## src/rtl/loopback_csr_pkg.sv

```systemverilog
// Shared constants and FSM encoding for the loopback CSR sequencer.
package loopback_csr_pkg;

  localparam int unsigned LB_CSR_DW = 32;

  localparam logic [3:0] LB_ADDR_CTRL_WR = 4'd1;
  localparam logic [3:0] LB_ADDR_CTRL_RD = 4'd0;
  localparam logic [3:0] LB_ADDR_PLL     = 4'd1;
  localparam logic [3:0] LB_ADDR_LTR     = 4'd2;

  typedef enum logic [3:0] {
    S_IDLE,
    S_WR_CTRL,
    S_RD_CTRL,
    S_WT_CTRL,
    S_RD_PLL,
    S_WT_PLL,
    S_RD_LTR,
    S_WT_LTR,
    S_GAP,
    S_FIN
  } lb_state_e;

endpackage

```

## src/rtl/lb_cycle_counter.sv

```systemverilog
// Loadable saturating up-counter; at_term is high once the count reaches term_val.
module lb_cycle_counter #(
  parameter int unsigned WIDTH = 32
) (
  input  logic             clk,
  input  logic             reset_n,
  input  logic             load,
  input  logic             en,
  input  logic [WIDTH-1:0] load_val,
  input  logic [WIDTH-1:0] term_val,
  output logic             at_term
);

  logic [WIDTH-1:0] cnt_d, cnt_q;

  always_comb begin
    cnt_d = cnt_q;
    if (load) begin
      cnt_d = load_val;
    end else if (en && (cnt_q != {WIDTH{1'b1}})) begin
      cnt_d = cnt_q + 1'b1;
    end
  end

  always_ff @(posedge clk or negedge reset_n) begin
    if (!reset_n) begin
      cnt_q <= '0;
    end else begin
      cnt_q <= cnt_d;
    end
  end

  assign at_term = (cnt_q >= term_val);

endmodule

```

## src/rtl/loopback_csr_sequencer.sv

```systemverilog
// Avalon-MM initiator: writes/verifies the loopback control word, then polls lock status.
// Strobes are decoded from the state register so they drop with the asynchronous reset.
module loopback_csr_sequencer
  import loopback_csr_pkg::*;
#(
  parameter int unsigned NUM_OF_CH      = 1,
  parameter int unsigned READ_LATENCY   = 1,
  parameter int unsigned POLL_GAP       = 16,
  parameter int unsigned TIMEOUT_CYCLES = 1000000
) (
  input  logic                 clk,
  input  logic                 reset_n,
  input  logic                 start,
  input  logic                 lpbk_en,
  input  logic [31:0]          ch_mask,
  output logic                 busy,
  output logic                 done,
  output logic                 pass,
  output logic                 verify_err,
  output logic                 timeout_err,
  output logic [NUM_OF_CH-1:0] pll_status,
  output logic [NUM_OF_CH-1:0] ltr_status,
  output logic [3:0]           avm_address,
  output logic                 avm_read,
  output logic                 avm_write,
  output logic [31:0]          avm_writedata,
  input  logic [31:0]          avm_readdata
);

  lb_state_e                state_d, state_q;
  logic [LB_CSR_DW-1:0]     want_d, want_q;
  logic [NUM_OF_CH-1:0]     req_d, req_q;
  logic [NUM_OF_CH-1:0]     pll_d, pll_q;
  logic [NUM_OF_CH-1:0]     ltr_d, ltr_q;
  logic                     lpbk_d, lpbk_q;
  logic                     pass_d, pass_q;
  logic                     verr_d, verr_q;
  logic                     tmo_d, tmo_q;

  logic                     tmo_load;
  logic                     tmo_hit;
  logic                     wait_done;
  logic [31:0]              wait_term;
  logic                     locked;

  assign locked = ((pll_q & req_q) == req_q) &&
                  ((avm_readdata[NUM_OF_CH-1:0] & req_q) == req_q);

  always_comb begin
    state_d       = state_q;
    want_d        = want_q;
    req_d         = req_q;
    pll_d         = pll_q;
    ltr_d         = ltr_q;
    lpbk_d        = lpbk_q;
    pass_d        = pass_q;
    verr_d        = verr_q;
    tmo_d         = tmo_q;
    tmo_load      = 1'b0;
    wait_term     = 32'(READ_LATENCY - 1);
    avm_address   = '0;
    avm_read      = 1'b0;
    avm_write     = 1'b0;
    avm_writedata = '0;

    unique case (state_q)
      S_IDLE: begin
        if (start) begin
          want_d   = lpbk_en ? ch_mask : '0;
          req_d    = ch_mask[NUM_OF_CH-1:0];
          lpbk_d   = lpbk_en;
          pass_d   = 1'b0;
          verr_d   = 1'b0;
          tmo_d    = 1'b0;
          tmo_load = 1'b1;
          state_d  = S_WR_CTRL;
        end
      end
      S_WR_CTRL: begin
        avm_write     = 1'b1;
        avm_address   = LB_ADDR_CTRL_WR;
        avm_writedata = want_q;
        state_d       = S_RD_CTRL;
      end
      S_RD_CTRL: begin
        avm_read    = 1'b1;
        avm_address = LB_ADDR_CTRL_RD;
        state_d     = S_WT_CTRL;
      end
      // The timeout budget is deliberately not consulted until the control word is verified.
      S_WT_CTRL: begin
        if (wait_done) begin
          if (avm_readdata != want_q) begin
            verr_d  = 1'b1;
            state_d = S_FIN;
          end else if (!lpbk_q) begin
            pass_d  = 1'b1;
            state_d = S_FIN;
          end else begin
            state_d = S_RD_PLL;
          end
        end
      end
      S_RD_PLL: begin
        avm_read    = 1'b1;
        avm_address = LB_ADDR_PLL;
        if (tmo_hit) begin
          tmo_d   = 1'b1;
          state_d = S_FIN;
        end else begin
          state_d = S_WT_PLL;
        end
      end
      S_WT_PLL: begin
        if (tmo_hit) begin
          tmo_d   = 1'b1;
          state_d = S_FIN;
        end else if (wait_done) begin
          pll_d   = avm_readdata[NUM_OF_CH-1:0];
          state_d = S_RD_LTR;
        end
      end
      S_RD_LTR: begin
        avm_read    = 1'b1;
        avm_address = LB_ADDR_LTR;
        if (tmo_hit) begin
          tmo_d   = 1'b1;
          state_d = S_FIN;
        end else begin
          state_d = S_WT_LTR;
        end
      end
      // A successful evaluation outranks a timeout landing in the same cycle.
      S_WT_LTR: begin
        if (wait_done) begin
          ltr_d = avm_readdata[NUM_OF_CH-1:0];
          if (locked) begin
            pass_d  = 1'b1;
            state_d = S_FIN;
          end else if (tmo_hit) begin
            tmo_d   = 1'b1;
            state_d = S_FIN;
          end else begin
            state_d = S_GAP;
          end
        end else if (tmo_hit) begin
          tmo_d   = 1'b1;
          state_d = S_FIN;
        end
      end
      S_GAP: begin
        wait_term = 32'(POLL_GAP - 1);
        if (tmo_hit) begin
          tmo_d   = 1'b1;
          state_d = S_FIN;
        end else if (wait_done) begin
          state_d = S_RD_PLL;
        end
      end
      S_FIN: begin
        state_d = S_IDLE;
      end
      default: begin
        state_d = S_IDLE;
      end
    endcase
  end

  always_ff @(posedge clk or negedge reset_n) begin
    if (!reset_n) begin
      state_q <= S_IDLE;
      want_q  <= '0;
      req_q   <= '0;
      pll_q   <= '0;
      ltr_q   <= '0;
      lpbk_q  <= 1'b0;
      pass_q  <= 1'b0;
      verr_q  <= 1'b0;
      tmo_q   <= 1'b0;
    end else begin
      state_q <= state_d;
      want_q  <= want_d;
      req_q   <= req_d;
      pll_q   <= pll_d;
      ltr_q   <= ltr_d;
      lpbk_q  <= lpbk_d;
      pass_q  <= pass_d;
      verr_q  <= verr_d;
      tmo_q   <= tmo_d;
    end
  end

  // Restarting on every state change makes the count 0 in the first cycle of each state.
  lb_cycle_counter #(.WIDTH(32)) u_wait_cnt (
    .clk      (clk),
    .reset_n  (reset_n),
    .load     (state_d != state_q),
    .en       (busy),
    .load_val (32'd0),
    .term_val (wait_term),
    .at_term  (wait_done)
  );

  lb_cycle_counter #(.WIDTH(32)) u_tmo_cnt (
    .clk      (clk),
    .reset_n  (reset_n),
    .load     (tmo_load),
    .en       (busy),
    .load_val (32'd0),
    .term_val (32'(TIMEOUT_CYCLES)),
    .at_term  (tmo_hit)
  );

  assign busy        = (state_q != S_IDLE) && (state_q != S_FIN);
  assign done        = (state_q == S_FIN);
  assign pass        = pass_q;
  assign verify_err  = verr_q;
  assign timeout_err = tmo_q;
  assign pll_status  = pll_q;
  assign ltr_status  = ltr_q;

endmodule

```

## config.mk

```make
export PLATFORM = sky130hd
export DESIGN_NAME = loopback_csr_sequencer
export DESIGN_NICKNAME = d
export VERILOG_FILES = /design/src/rtl/loopback_csr_pkg.sv /design/src/rtl/lb_cycle_counter.sv /design/src/rtl/loopback_csr_sequencer.sv
export SDC_FILE = /design/constraint.sdc
export NUM_CORES = 1
export LEC_CHECK = 0
export BUFFER_PORTS_ARGS = -buffer_cell sky130_fd_sc_hd__buf_2
export CAP_MARGIN = 0
export CORE_UTILIZATION = 40
export DETAILED_ROUTE_END_ITERATION = 10
export SYNTH_ARGS = -nofsm -noshare
export SYNTH_HDL_FRONTEND = slang
export SYNTH_HIERARCHICAL = 1
export SYNTH_SLANG_ARGS = --single-unit
```

## constraint.sdc

```tcl
create_clock -name clk -period 5.1 [get_ports clk]
set_clock_uncertainty 0.1 [all_clocks]
set_input_delay 0.765 -clock clk [delete_from_list [all_inputs] [get_ports clk]]
set_output_delay 0.765 -clock clk [all_outputs]
set_load 0.005 [all_outputs]
```

==> results of run 1 <==
## cells by family after synthesis
| group | after synthesis |
|---|---|
| DFF | 107 |
| and+or+nand+nor | 440 |
| buffers and inverters | 130 |
| AOI/OAI and AO/OA | 218 |
| other | 2 |
| muxes | 11 |
| adders and majority gates | 66 |
| xor gates and xnor gates | 47 |
## layer usage
metal | track usage, % | routed length, µm | share of wire, % | vias up
met5 | 0 | 0 | 0 | -
li1 | - | - | - | 3970
met2 | 32.5 | 9270 | 46 | 138
met4 | 4.48 | 188 | 0.93 | 0
met3 | 2.06 | 658 | 3.3 | 12
met1 | 27.2 | 10100 | 50 | 3476
## flip-flops by register name, indices dropped and copies added, names as in the netlist
register / flops
pass: 1
req_q: 1
verify_err: 1
timeout_err: 1
pll_status: 1
lpbk_q: 1
ltr_status: 1
u_tmo_cnt/cnt_q: 32
want_q: 32
state_q: 4
u_wait_cnt/cnt_q: 32
## cells in the final DEF (no fill, tap or decap), types with 5 or more instances in the layout
master	netlist	routed
o31ai_1	13	13
nand3_1	57	56
and3_1	8	8
nand2b_1	6	6
a21oi_1	33	33
or4_1	21	21
buf_4	4	19
nand2_1	145	145
a22oi_1	8	8
xor2_1	33	33
dfrtp_1	107	107
nor4_1	13	13
nor3_1	14	13
xnor2_1	14	14
nor2b_1	12	12
clkbuf_16	0	9
mux2i_1	9	9
o21ai_1	19	18
and2_1	33	33
o211ai_1	11	11
o21ai_0	57	57
or3_1	9	9
a31oi_1	27	27
nor2_1	51	51
ha_1	66	66
buf_2	7	109
and4_1	10	10
a221o_1	5	5
nand4_1	34	34
a211oi_1	6	6
inv_1	76	76
a21o_1	10	10
a2111oi_0	6	6
conb_1	2	126
## through the flow
step	cells	setup WS (ns)	hold WS, ns	cell area, µm²
after floorplan	1145	0.640	0.339	8810
after global placement	1491	0.593	0.364	9610
after detailed placement	1491	0.344	0.369	9610
after CTS	1507	0.316	0.138	9900
after global routing	1507	0.113	0.141	9900
final	1507	0.604	0.137	9900
## what timing repair did
action                                  4_1_cts  5_1_grt
setup buffers                                 0        0
endpoints found under the setup margin        0        2
resized for setup                             0        1
## how the worst min path moves through the flow
stage	startpoint	to	slack, ns
2_1_floorplan	req_q	req_q	0.34
6_report	reset_n	u_wait_cnt/cnt_q[13]	0.14
4_1_cts	reset_n	pll_status	0.14
5_1_grt	reset_n	u_wait_cnt/cnt_q[13]	0.14
3_3_place_gp	req_q	req_q	0.36
3_5_place_dp	verify_err	verify_err	0.37
## critical path: stages, from the launching register on
cell       delay (ns)
dfrtp_1          0.39
nor4b_2          0.48
inv_1            0.09
ha_1             0.32
a21o_1           0.17
a31oi_1          0.13
o21ai_0          0.12
a2111oi_0        0.46
o21ai_0          0.16
buf_4            0.19
nand2b_1         0.14
nor2_1           0.06
o31ai_1          0.20
a211oi_1         0.16
o21ai_4          0.35
inv_2            0.30
nand2_1          0.18
mux2i_1          0.09
a211o_1          0.27
## power breakdown
group | switching, mW | internal (mW)
combinational | 1.41 | 1.05
clock | 0.365 | 0.346
sequential | 0.488 | 1.24
## layout make-up
class | instances | area share (%)
timing repair buffer | 128 | 6.95
clock inverter | 7 | 0.657
clock buffer | 9 | 2.27
inverter | 78 | 2.96
multi-input combinational | 908 | 56.7
sequential | 107 | 27.0
tap | 270 | 3.41
==> flow_summary.toml, run 1 <==
[cts]
cts_made_buffers = 9
cts_tree = "yes"
cts_sinks = 107
cts-hold-fix-buffers = 0
htreeDepth = 3
path_clk_slew_ns = 0.08
clock_latency_ns = 0.36
cts.path.max_buffers = 2
cts_root_buf = "clkbuf_16"

[timing]
worstMarginPinSlew_ns = 0.891
post-route-min-period_ns = 4.50
fin_crit_sh_pct = 88.2
rsz0062_at_grt = "false"
hold_viol = 0
timing.fmax_mhz = 222
tns_ns = 0
slew_violations = 0
setup_viol = 0
slew_headroom_pct = 40.5

[critical_path]
arrival_ns = 4.64
cp.required_ns = 5.25
r2r-start = "state_q[2]"
ff2ff_path_depth = 18
worstReg2RegEnd = "u_wait_cnt/cnt_q[24]"
critical_path.startpoint = "state_q[2]"
crit_type = "flip-flop to flip-flop"
endpoint = "u_wait_cnt/cnt_q[24]"
crit_path_end_kind = "flip-flop"
critPathMaxFanout = 28
worstSetupStartpointType = "flip-flop"
setup.reg_to_reg.worst_slack_ns = 0.60

[drt]
remaining_drc_errors = 0
vias_per_cell = 5.04
route.detailed.wl_per_inst_um = 13.4
antenna_left = 0
drtIter0Drc = 415
first_pass_iters = 7
drt_wl_total_um = 20200
num_vias = 7596

[global_routing]
grt_pass1_wl_um = 34500
gr-total-overflow = 0
grt_usage_pct = 19.5
grt_pass1_vias = 7084
grt_max_degree = 68
antenna_found_initial = 0

[synth]
synth_area_mm2 = 0.00834
synth_fa_ha_area_share_pct = 9.90
syn_inst = 1021
yosysMostFrequentCell = "nand2_1"
synthTopCellsByCount = "145 x nand2_1, 107 x dfrtp_1, 76 x inv_1, 66 x ha_1"
ys_seq_elements = 107
synth_area_leaders = "dfrtp_1 32%, ha_1 9.9%, nand2_1 6.5%"
synth_top_cell_by_area = "dfrtp_1"
async_flop_share_pct = 100
ys_seq_area_share_pct = 32.1
synth_compound_area_share_pct = 16.8
synth_simple_gate_area_share_pct = 28.3
synth-edff-count = 0
synth.distinct_cells = 75
ys.warnings.count = 6
synth_xor_area_share_pct = 4.93
synthMuxAreaShare_pct = 1.35
synth_top_area_share_pct = 32.1
synth_ff_type = "dfrtp_1"
synth_top_family_by_area = "simple AND/OR/NAND/NOR gates"
postSynthAreaPerCell_um2 = 8.17

[cells_and_area]
seqCellArea_mm2 = 0.00268
antenna-diode-count = 0
fillers = 1989
multi_input_area_mm2 = 0.00562
drive_above_1_share_pct = 14.1
nets = 1366
final_util_pct = 48.6
area_delta_synth_final_pct = 18.7

[pwr]
powerDensity_mw_per_mm2 = 494
irDropWorstVdd_uv = 192
p_total_mw = 4.90
p_leak_nw = 4.58

[run_status]
status = "finished clean"

[floorplan]
rows = 52
start_util_pct = 41.0
dieArea_mm2 = 0.0214
die_y_um = 146
die_w_um = 146
ios = 113
core_mm2 = 0.0204

[placed_design]
port_buffers = 110
place.gp.congestion = 0.789
hpwl_um = 15000

[min_path]
hold_path_class = "input port to asynchronous set/reset pin"

[flow_run]
max-cap-violations = 0
No activity file was read; power rests on OpenSTA's default activity.
==> run 2: changes to the inputs <==
--- a/config.mk
+++ b/config.mk
@@ -10,3 +10,5 @@
 export CORE_UTILIZATION = 40
+export CTS_BUF_LIST = sky130_fd_sc_hd__clkbuf_8
 export DETAILED_ROUTE_END_ITERATION = 10
+export PLACE_DENSITY_LB_ADDON = 0.15
 export SYNTH_ARGS = -nofsm -noshare
==> constraint.sdc (replaced) <==
create_clock -name clk -period 5.1 [get_ports clk]
set_clock_uncertainty 0.1 [all_clocks]
set_input_delay 0.51 -clock clk [delete_from_list [all_inputs] [get_ports clk]]
set_output_delay 0.51 -clock clk [all_outputs]
set_load 0.005 [all_outputs]
==> flow_summary.toml, run 2 (synthesis results as in run 1) <==
[run_status]
status = "finished clean"

[cells_and_area]
reg_top3 = "u_tmo_cnt/cnt_q: 32 flops, u_wait_cnt/cnt_q: 32 flops, want_q: 32 flops"
antenna-diode-count = 0
finalNonFillerCells = 1506
seqCellArea_mm2 = 0.00268
fin_area_mm2 = 0.00979
multi_input_area_mm2 = 0.00561
nets = 1365
fillers = 2044
final_common_cell = "nand2_1"
final_cell_mix = "145 x nand2_1, 126 x conb_1, 109 x buf_2, 107 x dfrtp_1, 77 x inv_1"
area_delta_synth_final_pct = 17.4
drive_above_1_share_pct = 13.8

[placed_design]
port_buffers = 110
place_area_mm2 = 0.00960
dp_cells = 1490
place.gp.congestion = 0.790
hpwl_um = 15000

[floorplan]
ios = 113
core_mm2 = 0.0204
die_y_um = 146
rows = 52
start_util_pct = 41.0
die_w_um = 146
dieArea_mm2 = 0.0214

[drt]
vias_per_cell = 5.01
antenna_left = 0
remaining_drc_errors = 0
first_pass_iters = 6
drtIter0Drc = 402
route.detailed.wl_per_inst_um = 13.4
drt_wl_total_um = 20200
num_vias = 7552

[cts]
cts_root_buf = "clkbuf_8"
path_clk_slew_ns = 0.11
cts_tree = "yes"
cts_sinks = 107
htreeDepth = 3
post_cts.repair.setup_buffers = 0
cts.path.max_buffers = 2
cts_made_buffers = 9
clock_latency_ns = 0.40
post_cts_resize_count = 0
cts-hold-fix-buffers = 0

[min_path]
hold_path_class = "input port to asynchronous set/reset pin"

[timing]
slew_violations = 0
worstMarginPinSlew_ns = 0.877
slew_headroom_pct = 41.4
fin_crit_sh_pct = 85.9
post-route-min-period_ns = 4.38
hold_viol = 0
tns_ns = 0
rsz0062_at_grt = "false"
setup_viol = 0
timing.fmax_mhz = 228

[global_routing]
grt_max_degree = 69
grt_pass1_vias = 6861
gr-total-overflow = 0
grt_usage_pct = 19.4
antenna_found_initial = 0
grt_pass1_wl_um = 34000

[pwr]
powerDensity_mw_per_mm2 = 480
irDropWorstVdd_uv = 324
p_leak_nw = 4.53

[flow_run]
max-cap-violations = 0

[critical_path]
max_stage_delay_ns = 0.42
arrival_ns = 4.55
crit_chain = "buf_4 -> nor4b_1 -> buf_4 -> inv_1 -> ha_1 -> a21o_1 -> a31oi_1 -> o21ai_0 -> a2111oi_0 -> o21ai_0 -> buf_4 -> nand2b_1 -> nor2_1 -> o31ai_1 -> a211oi_1 -> o21ai_4 -> buf_4 -> nor2b_1 -> a22o_1 -> a21oi_1 -> nand3_1"
crit_path_end_kind = "flip-flop"
cp.required_ns = 5.27
critPathMaxFanout = 36
crit_type = "flip-flop to flip-flop"
crit_top_cell = "buf_4"
critPathSlowestCell = "a2111oi_0"
worstSetupStartpointType = "flip-flop"
[run 2: cell types whose count changed in the layout (fill, tap and decap cells not counted), sizes merged]
cell and change:
buf -1, bufinv +1, clkinv +2, inv -3
[run 2: final timing paths]
kind,from,endpoint,slack [ns],cells after the start
worst max-delay path,state_q[1],u_wait_cnt/cnt_q[31],0.72,21
worst min-delay path,reset_n,u_wait_cnt/cnt_q[11],0.09,2
worst max register to register,state_q[1],u_wait_cnt/cnt_q[31],0.72,21
worst min register to register,verify_err,verify_err,0.39,2
max in group asynchronous,reset_n,u_tmo_cnt/cnt_q[30],4.14,2
min in group clk,ch_mask[29],want_q[29],0.23,3
[run 2: per-stage QoR]
step	hold slack [ns]	util, %	worst slack [ns]	total power [mW]
after detailed placement	0.378	47.1	0.666	4.18
final	0.0916	48.1	0.719	4.70
after global placement	0.357	47.1	0.983	4.12
after floorplan	0.114	-	0.640	3.46
after global routing	0.131	48.1	0.227	5.21
after CTS	0.110	48.1	0.635	4.74
[run 2: area by class of cell]
type	instances	share of cell area (%)
flip-flops and latches	107	27.3
inverters	78	2.99
repair buffers	127	6.95
clock buffers	9	1.27
well taps	270	3.45
multi-input cells	908	57.3
clock inverters	7	0.703
[run 2: report_power, final]
| group | total [mW] | internal [mW] | switching, mW | leakage (nW) |
|---|---|---|---|---|
| combinational | 2.44 | 1.03 | 1.40 | 3.15 |
| sequential | 1.72 | 1.23 | 0.484 | 1.28 |
| clock | 0.545 | 0.227 | 0.318 | 0.101 |
| total | 4.70 | 2.49 | 2.20 | 4.53 |
[run 2: layer usage]
metal	part of all wire [%]	vias to the layer above	wire, µm	GRT usage [%]
met4	1.2	0	244	5.78
met1	50	3419	10100	27.4
met2	45	154	9160	30.9
met3	3.2	17	643	2.25
li1	-	3962	-	-
met5	0	-	0	0
[run 2: critical path: cells and delay by family, from the launching register on]
kind | cells | cell delay (ns)
compound gates | 10 | 1.87
buf+inv | 5 | 0.94
simple gates | 5 | 0.67
flops | 1 | 0.37
fa+ha+maj | 1 | 0.30
==> run 3: changes to the inputs <==
Settings changed: SLEW_MARGIN set to 25, SYNTH_HIERARCHICAL 1 to not set.
==> flow_summary.toml, run 3 <==
[cells_and_area]
reg_top3 = "u_tmo_cnt.cnt_q: 32 flops, u_wait_cnt.cnt_q: 32 flops, want_q: 32 flops"
nets = 843
final_common_cell = "buf_2"
drive_above_1_share_pct = 20.1
fin_area_mm2 = 0.00679
area_delta_synth_final_pct = 15.7
finalNonFillerCells = 953
final_cell_mix = "109 x buf_2, 107 x dfrtp_1, 95 x nand2_1, 80 x nor2_1, 60 x xnor2_1"
antenna-diode-count = 0

[critical_path]
ff2ff_path_depth = 14
critPathMaxFanout = 17
arrival_ns = 4.06
worstSetupStartpointType = "flip-flop"
cp.required_ns = 5.33
crit_type = "flip-flop to flip-flop"
crit_path_end_kind = "flip-flop"

[placed_design]
hpwl_um = 10500
dp_cells = 936
place_area_mm2 = 0.00658
place.gp.congestion = 0.834
port_buffers = 110

[cts]
cts_tree = "yes"
cts_made_buffers = 9
clock_latency_ns = 0.39
path_clk_slew_ns = 0.11
cts_root_buf = "clkbuf_8"
cts_sinks = 107
post_cts.repair.setup_buffers = 0
cts-hold-fix-buffers = 0
htreeDepth = 3
cts.path.max_buffers = 2
post_cts_resize_count = 0

[global_routing]
grt_pass1_wl_um = 23500
gr-total-overflow = 0
antenna_found_initial = 0
grt_pass1_vias = 4663
grt_max_degree = 67
grt_usage_pct = 20.0

[synth]
syn_inst = 670
synth_top_cell_by_area = "dfrtp_1"
yosysMostFrequentCell = "dfrtp_1"
synth_ff_type = "dfrtp_1"
synthTopCellsByCount = "107 x dfrtp_1, 95 x nand2_1, 80 x nor2_1, 60 x xnor2_1, 52 x nand3_1"
postSynthAreaPerCell_um2 = 8.76
ys_seq_elements = 107
synth_top_area_share_pct = 45.6
synth-edff-count = 0
synth_area_mm2 = 0.00587
ys_seq_area_share_pct = 45.6
synth.distinct_cells = 53
async_flop_share_pct = 100
ys.warnings.count = 0
synth_area_leaders = "dfrtp_1 46%, xnor2_1 8.9%, nand2_1 6.1%"

[timing]
slew_violations = 0
post-route-min-period_ns = 3.83
rsz0062_at_grt = "false"
fin_crit_sh_pct = 75.1
worstMarginPinSlew_ns = 0.879
tns_ns = 0
slew_headroom_pct = 40.9
timing.fmax_mhz = 261
setup_viol = 0
hold_viol = 0

[drt]
vias_per_cell = 5.26
drt_wl_total_um = 14600
route.detailed.wl_per_inst_um = 15.3
num_vias = 5012
drtIter0Drc = 304
antenna_left = 0
first_pass_iters = 5
remaining_drc_errors = 0

[floorplan]
die_y_um = 123
dieArea_mm2 = 0.0152
start_util_pct = 41.7
rows = 43
die_w_um = 123
ios = 113
core_mm2 = 0.0141

[min_path]
hold_path_class = "input port to asynchronous set/reset pin"

[pwr]
p_leak_nw = 3.19
powerDensity_mw_per_mm2 = 423
irDropWorstVdd_uv = 205

[flow_run]
max-cap-violations = 0

[run_status]
status = "finished clean"
==> run 3: cell types whose count changed in the layout (fill, tap and decap cells not counted), moves of 24 or more <==
cell	before	now
a31oi_1	27	3
conb_1	126	2
ha_1	66	7
inv_1	77	26
nand2_1	145	95
nor2_1	51	80
o21ai_0	57	6
xnor2_1	14	60
xor2_1	33	9
==> run 3: critical path, stage by stage, from the launching register on <==
cell and delay [ns]:
dfrtp_1 0.52, nor2_1 0.41, nand3_1 0.28, inv_1 0.16, ha_1 0.23, nand2b_1 0.14, a211o_1 0.28, a211oi_1 0.21
buf_4 0.22, nand2_1 0.06, a311oi_1 0.31, o2111ai_2 0.28, buf_6 0.24, buf_4 0.18, a21oi_1 0.12
==> run 3: layout make-up <==
cell class	instances	area [µm²]
Timing Repair Buffer	117	609
Sequential cell	107	2680
Multi-Input combinational cell	506	2990
Tap cell	180	225
Clock inverter	7	67.6
Inverter	27	101
Clock buffer	9	124
Fill cell	1351	7300
==> run 3: kinds of logic (layout without fill, tap and decap cells) <==
| kind of cell | after synthesis | after routing | share of synthesized area [%] |
|---|---|---|---|
| other | 1 | 2 | 0.0639 |
| XOR/XNOR | 69 | 69 | 10.3 |
| adder cells (fa/ha/maj) | 7 | 7 | 1.49 |
| flip-flops | 107 | 107 | 45.6 |
| multiplexers | 3 | 3 | 0.554 |
| AO/OA/AOI/OAI | 58 | 58 | 6.46 |
| AND/OR/NAND/NOR | 367 | 367 | 31.6 |
| buffers and inverters | 58 | 160 | 3.90 |
==> run 3: final timing paths <==
| check | end | slack, ns | startpoint |
|---|---|---|---|
| setup / recovery | u_wait_cnt.cnt_q[11] | 1.27 | state_q[0] |
| setup reg to reg | u_wait_cnt.cnt_q[11] | 1.27 | state_q[0] |
| min in group clk | req_q | 0.23 | ch_mask[0] |
| max in group asynchronous | state_q[2] | 3.74 | reset_n |
| hold / removal | u_wait_cnt.cnt_q[9] | 0.07 | reset_n |
| hold reg to reg | req_q | 0.40 | req_q |
==> run 3: metal layers <==
layer / track usage, % / part of all wire, % / vias to the layer above
met2: 30.9 / 46 / 142
met1: 28.1 / 46 / 2381
met3: 4.11 / 5.8 / 15
met4: 5.80 / 1.4 / 0
met5: 0 / 0 / -
li1: - / - / 2474
==> run 3: stage by stage <==
step / hold slack (ns) / power [mW] / util [%] / setup WS (ns)
floorplan: 0.114 / 1.98 / - / 1.94
global placement: 0.365 / 2.34 / 46.7 / 1.15
detailed placement: 0.371 / 2.37 / 46.7 / 0.979
CTS: 0.102 / 2.90 / 48.1 / 0.974
global route: 0.130 / 3.12 / 48.2 / 0.953
finish: 0.0739 / 2.87 / 48.2 / 1.27
==> run 3: power by group <==
part           internal (mW)  switching, mW
Combinational          0.453          0.663
Sequential              1.04          0.211
Clock                  0.190          0.321
